**config.mk**
```make
export PLATFORM = sky130hd
export DESIGN_NAME = traffic_sensor_conditioner
export DESIGN_NICKNAME = d
export VERILOG_FILES = /design/src/rtl/traffic_pkg.sv /design/src/rtl/sensor_debounce.sv /design/src/rtl/traffic_sensor_conditioner.sv
export SDC_FILE = /design/constraint.sdc
export NUM_CORES = 1
export LEC_CHECK = 0
export ABC_CLOCK_PERIOD_IN_PS = 2000
export CAP_MARGIN = 20
export CORE_MARGIN = 2
export CORE_UTILIZATION = 55
export DETAILED_ROUTE_END_ITERATION = 16
export PLACE_DENSITY = 0.75
export SYNTH_ARGS = -nofsm -noshare
export SYNTH_HDL_FRONTEND = slang
export SYNTH_SLANG_ARGS = --single-unit
```
**constraint.sdc**
```tcl
create_clock -name clk -period 2 [get_ports clk]
set_clock_uncertainty 0.05 [all_clocks]
set_input_delay 0.3 -clock clk [delete_from_list [all_inputs] [get_ports clk]]
set_output_delay 0.3 -clock clk [all_outputs]
set_load 0.02 [all_outputs]
```
**src/rtl/traffic_pkg.sv**
```systemverilog
// Shared types and default constants for the traffic-light sensor front end.
package traffic_pkg;

    typedef enum logic [1:0] {S_LO, CHK_HI, S_HI, CHK_LO} deb_state_t;

    localparam int TICK_DIV_DEF   = 100_000_000;
    localparam int DEB_CYCLES_DEF = 1_000_000;

endpackage

```
**src/rtl/sensor_debounce.sv**
```systemverilog
// One sensor channel: 2-FF synchronizer, debounce FSM, one-cycle rise pulse
// and the sticky request flag that the light controller samples on tick.
module sensor_debounce
    import traffic_pkg::*;
#(
    parameter int DEB_CYCLES = DEB_CYCLES_DEF
) (
    input  logic clk,
    input  logic reset,
    input  logic raw,
    input  logic tick,
    output logic clean,
    output logic rise,
    output logic req
);

    localparam int CW = $clog2(DEB_CYCLES + 1);
    // Entry into a CHK state is itself the first stable sample, so the count
    // runs 0..DEB_CYCLES; this yields a clean edge DEB_CYCLES+3 edges after
    // the raw level is first sampled.
    localparam logic [CW-1:0] CNT_LAST = CW'(DEB_CYCLES);

    logic          s1, s2;
    deb_state_t    state, state_nxt;
    logic [CW-1:0] cnt, cnt_nxt;
    logic          clean_nxt, rise_nxt;

    always_ff @(posedge clk) begin
        if (!reset) begin
            s1    <= 1'b0;
            s2    <= 1'b0;
            state <= S_LO;
            cnt   <= '0;
            clean <= 1'b0;
            rise  <= 1'b0;
            req   <= 1'b0;
        end else begin
            s1    <= raw;
            s2    <= s1;
            state <= state_nxt;
            cnt   <= cnt_nxt;
            clean <= clean_nxt;
            rise  <= rise_nxt;
            // A new arrival wins over a simultaneous tick.
            req   <= rise ? 1'b1 : (tick ? clean : req);
        end
    end

    always_comb begin
        state_nxt = state;
        case (state)
            S_LO:    if (s2) state_nxt = CHK_HI;
            CHK_HI:  if (!s2) state_nxt = S_LO;
                     else if (cnt == CNT_LAST) state_nxt = S_HI;
            S_HI:    if (!s2) state_nxt = CHK_LO;
            CHK_LO:  if (s2) state_nxt = S_HI;
                     else if (cnt == CNT_LAST) state_nxt = S_LO;
            default: state_nxt = S_LO;
        endcase
    end

    always_comb begin
        cnt_nxt   = '0;
        clean_nxt = clean;
        rise_nxt  = 1'b0;
        case (state)
            CHK_HI: begin
                if (s2 && cnt == CNT_LAST) begin
                    clean_nxt = 1'b1;
                    rise_nxt  = 1'b1;
                end else if (s2) begin
                    cnt_nxt = cnt + 1'b1;
                end
            end
            CHK_LO: begin
                if (!s2 && cnt == CNT_LAST) begin
                    clean_nxt = 1'b0;
                end else if (!s2) begin
                    cnt_nxt = cnt + 1'b1;
                end
            end
            default: cnt_nxt = '0;
        endcase
    end

endmodule

```
**src/rtl/traffic_sensor_conditioner.sv**
```systemverilog
// Sensor front end for the traffic-light controller: two conditioned channels
// plus the free-running step-enable tick.
module traffic_sensor_conditioner
    import traffic_pkg::*;
#(
    parameter int TICK_DIV   = TICK_DIV_DEF,
    parameter int DEB_CYCLES = DEB_CYCLES_DEF
) (
    input  logic clk,
    input  logic reset,
    input  logic a,
    input  logic b,
    output logic tick,
    output logic a_clean,
    output logic b_clean,
    output logic a_rise,
    output logic b_rise,
    output logic a_req,
    output logic b_req
);

    localparam int TW = $clog2(TICK_DIV);
    localparam logic [TW-1:0] TLAST = TW'(TICK_DIV - 1);

    logic [TW-1:0] tcnt;

    always_ff @(posedge clk) begin
        if (!reset) begin
            tcnt <= '0;
        end else if (tcnt == TLAST) begin
            tcnt <= '0;
        end else begin
            tcnt <= tcnt + 1'b1;
        end
    end

    assign tick = (tcnt == TLAST);

    sensor_debounce #(.DEB_CYCLES(DEB_CYCLES)) u_deb_a (
        .clk   (clk),
        .reset (reset),
        .raw   (a),
        .tick  (tick),
        .clean (a_clean),
        .rise  (a_rise),
        .req   (a_req)
    );

    sensor_debounce #(.DEB_CYCLES(DEB_CYCLES)) u_deb_b (
        .clk   (clk),
        .reset (reset),
        .raw   (b),
        .tick  (tick),
        .clean (b_clean),
        .rise  (b_rise),
        .req   (b_req)
    );

endmodule

```
# Yosys cells after proc, flatten, opt, wreduce, memory -nomap -nowiden
# Cells that the tools add are included.
dict set report word_totals {
  register_bits 81
  in_bits 4
  output_inout_bits 7
  elab_cells 95
}
dict set report classes {
  add_sub_neg 3
  eq_ne 21
  mux 36
  n_bitwise 1
  reduce_logical 19
}
# op count
set op_table {}
lappend op_table {{$mux 20} 8}
lappend op_table {{$pmux 20 s2} 2}
lappend op_table {{$add 20x1->20 const B} 2}
lappend op_table {{$eq 20x20->1 const B} 2}
lappend op_table {{$add 27x1->27 const B} 1}
lappend op_table {{$eq 27x27->1 const B} 1}
lappend op_table {{$mux 2} 12}
lappend op_table {{$pmux 2 s4} 2}
lappend op_table {{$ne 2x1->1 const B} 6}
lappend op_table {{$mux 1} 10}
lappend op_table {{$eq 2x2->1 const B} 4}
lappend op_table {{$reduce_and 4->1} 2}
lappend op_table {{$reduce_bool 2->1} 4}
lappend op_table {{$ne 3x1->1 const B} 2}
lappend op_table {{$ne 3x3->1 const B} 2}
lappend op_table {{$reduce_and 3->1} 2}
lappend op_table {{$eq 2x1->1 const B} 2}
lappend op_table {{$logic_and 1x1->1} 4}
lappend op_table {{$logic_not 2->1} 2}
lappend op_table {{$ne 2x2->1 const B} 2}
lappend op_table {{$pmux 1 s2} 2}
lappend op_table {{$reduce_and 2->1} 2}
lappend op_table {{$logic_not 1->1} 2}
lappend op_table {{$reduce_or 2->1} 1}
lappend op_table {{$not 1->1} 1}

# Depth between registers and ports, before layout
dict set report depth {
  ltp_word 4
  depth_mapped 7
  mapped_depth_nobuf 6
}

# Cells and area by module
# A second synthesis with hierarchy kept.
dict set report hier_totals {
  cells_unflattened 428
  area_unflattened_um2 3875.0
}
# module n_inst cells_each area_each_um2 seq_area_each_um2
set modules_own_cells {}
lappend modules_own_cells {sensor_debounce 2 137 1260.0 540.5}
lappend modules_own_cells {traffic_sensor_conditioner 1 154 1355.0 540.5}

# Worst setup path after synthesis
# OpenSTA, ideal clock, no wires.
dict set report synth_path {
  path_kind {register -> register}
  from {register tcnt[0]}
  to {register tcnt[26]}
  setup_ps 71
  t_arrival_ps 1932
  slack_ps -53
  stages_incl_launch_ff 6
  path_cell_list {dfxtp_1 -> ha_1 -> nand4_1 -> or4_1 -> or4_1 -> a21oi_1}
}
dict set report synth_via {
  elab_chain_len 2
  elab_cells_between_ends 3
  classes_between {add/sub: 1; eq/ne: 1; reduce/logical: 1}
}
# item line
set synth_rtl {}
lappend synth_rtl {{from (decl)} traffic_sensor_conditioner.sv:25} ;# logic [TW-1:0] tcnt;
lappend synth_rtl {{from (signal assigned)} traffic_sensor_conditioner.sv:33} ;# tcnt <= tcnt + 1'b1;
lappend synth_rtl {{branches (longest 2 deep; another with $add 27x1->27)} n/a}
# Parallel ways; which one is timed is not known.
# A chain may end at the register's enable or synchronous reset.

# Worst setup path after layout
dict set report layout_path {
  from {register tcnt[12]}
  to {register tcnt[24]}
}
# Same word-level chain as after synthesis.

==> run summary <==
Area growth from synthesis to layout: 19.0%
Yosys top cell area share: 0.430
Post-synthesis sequential area ratio: 0.430
Post-route DRC: 0
Worst skew pair latency: 350 ps
Antenna-violating nets left: 0
Crit path DAT: 2130 ps
Gpl congestion: 0.854
Status: complete, no violations
Crit-path max FO: 6
Pre-antenna DRT Iters: 5
GRT Overall Usage: 0.238
Final setup violation count: 0
Hold Fails Final Rpt: 0
Mapped Area: 3770 um^2
Core area: 6720 um^2
Initial Util: 0.561
Nets@finish: 502
Clk pin slew, worst setup/hold paths: 80 ps
Num CTS Buffers: 9
IO Count: 11
Fmax: 513 MHz
Critical R2R Launch: tcnt[12]
DRT Wirelength: 8550 um
Mapped Cells: 447
CP Launch Point: tcnt[12]
Period utilization: 0.975
VDD IR-drop max: 0.000465 V
Synth Flop Type: dfxtp_1
Yosys warnings: 0
Reg2reg setup slack: 50 ps
Core Rows: 30
Avg WL per Cell: 14.8 um
Die extent in y: 86.8 um
Yosys reg bits: 81
Cell variety after synth: 36
Clock Sinks: 81
Startpoint Class: flip-flop
FFs w/ async S/R, synth: 0
Chip width: 86.8 um
Drt via density: 5.96
PnR worst setup slack: 50.0 ps
FILL cells: 553
Leak: 1.43 nW
Top-count cell post-synth: dfxtp_1
Synth area leaders: dfxtp_1, nor2_1, xnor2_1, nand4_1, xor2_1
Port buffer count: 10
CTS tree: done
CP endpoint kind: flip-flop
Vias in the first global route: 3,126
Syn_nets: 456
First-pass GRT wire length: 14,300 um
Setup slack at placement: -25.6 ps
Worst r2r dst: tcnt[24]
H-tree Lvls: 3
Antenna violations before repair: 0
Layout cells sized above 1: 0.159
Pwr dens: 646 nW/um^2
Clk buf depth: 2
Required @ worst endpoint: 2180 ps
Pins Over Slew Limit: 0
Post-synth EDFFs: 0
Maxcap violations: 0
Grt ovf: 0
Crit Path Class: flip-flop to flip-flop
Routed vias: 3,446
Period minus WS final: 1950 ps
Initial DRC count: 137
Largest area contributor in the netlist: dfxtp_1
Headroom to the max-slew limit: 0.634
Largest net degree at the start of global routing: 27
HP Class: flip-flop to flip-flop
Root buffer cell: clkbuf_8
N_diodes: 0
Die ar.: 7540 um^2
End of the critical path: tcnt[24]
DP HPWL: 5960 um
Worst Tran Pin Value: 544 ps
Synth Area per Inst: 8.44 um^2
Post-synth top cells: dfxtp_1, nor2_1, a21oi_1, nand2_1, nand4_1
Setup_tns: 0 ps
Worst r2r path cells: 6
==> placed cells by master, fill, tap and decap left out, types with 16 or more instances in the layout <==
cell,Yosys,layout
dfxtp_1,81,76
nor2_1,51,51
buf_4,0,42
a21oi_1,29,28
nand2_1,29,28
nand4_1,27,27
nand3_1,26,24
xnor2_1,20,20
o21ai_0,18,18
xor2_1,18,18
inv_1,16,16
==> registers in the layout, indices dropped and copies added (netlist names), named ones only <==
name,flops
tcnt,27
u_deb_a.clean,1
u_deb_a.cnt,20
u_deb_a.req,1
u_deb_a.rise,1
u_deb_a.s1,1
u_deb_a.s2,1
u_deb_a.state,1
u_deb_b.clean,1
u_deb_b.cnt,20
u_deb_b.req,1
u_deb_b.rise,1
u_deb_b.s1,1
u_deb_b.s2,1
u_deb_b.state,1
==> metal layers <==
layer  track usage  vias to the layer above  share of wire
li1              -                     1716              -
met1         0.313                     1620           0.45
met2         0.390                       94           0.48
met3        0.0476                       16          0.048
met4        0.0824                        0          0.017
met5             0                        -              0
==> worst max-delay path, stage by stage, from the launching register on <==
cell	delay (ps)
dfxtp_1	470
nand3_2	170
or4_4	480
buf_4	180
buf_4	150
o31ai_2	230
a21oi_1	90
==> logic make-up after synthesis <==
| family | Yosys count | synth area share |
|---|---|---|
| compound gates | 69 | 0.104 |
| xor+xnor | 38 | 0.0882 |
| fa+ha+maj | 5 | 0.0166 |
| buf+inv | 34 | 0.0362 |
| flops | 81 | 0.430 |
| simple gates | 220 | 0.325 |
==> area by class of cell <==
type	count	area [um^2]	area share
multi-input cells	332	2050	0.457
well taps	80	100	0.0223
repair buffers	53	445	0.0992
flip-flops and latches	81	1630	0.363
clock inverters	6	65.1	0.0145
clock buffers	10	138	0.0307
inverters	16	60.1	0.0134
==> metrics by stage <==
| step | power [mW] | util | area [um^2] | instances | hold slack [ps] |
|---|---|---|---|---|---|
| floorplan | 1.70 | - | 3780 | 447 | 362 |
| global placement | 1.73 | 0.629 | 4230 | 559 | 366 |
| detailed placement | 1.73 | 0.629 | 4230 | 559 | 369 |
| CTS | 2.92 | 0.661 | 4440 | 576 | 389 |
| global route | 3.00 | 0.668 | 4490 | 578 | 413 |
| finish | 2.90 | 0.668 | 4490 | 578 | 387 |
==> repair_timing <==
| item | 4_1_cts | 5_1_grt |
|---|---|---|
| pin swaps | 1 | 5 |
| hold buffers | 0 | 0 |
| gates resized for setup | 5 | 14 |
| setup endpoints to repair | 5 | 8 |
| buffers inserted | 1 | 2 |
==> worst min path at each step <==
| stage | from | to | depth (start not counted) |
|---|---|---|---|
| 6_report | u_deb_b.s1 | u_deb_b.s2 | 1 |
| 5_1_grt | u_deb_b.s1 | u_deb_b.s2 | 1 |
| 4_1_cts | u_deb_b.s1 | u_deb_b.s2 | 1 |
| 3_5_place_dp | u_deb_b.s1 | u_deb_b.s2 | 1 |
| 3_3_place_gp | u_deb_b.s1 | u_deb_b.s2 | 1 |
| 2_1_floorplan | u_deb_a.s1 | u_deb_a.s2 | 1 |
==> power breakdown <==
group          total, mW  leakage [nW]  switching [mW]  internal [mW]
Sequential          1.63         0.656          0.0100           1.62
Clock               1.20         0.103           0.592          0.612
Combinational     0.0619         0.671          0.0334         0.0285
Total               2.90          1.43           0.636           2.26
No activity file was read; power rests on OpenSTA's default activity.
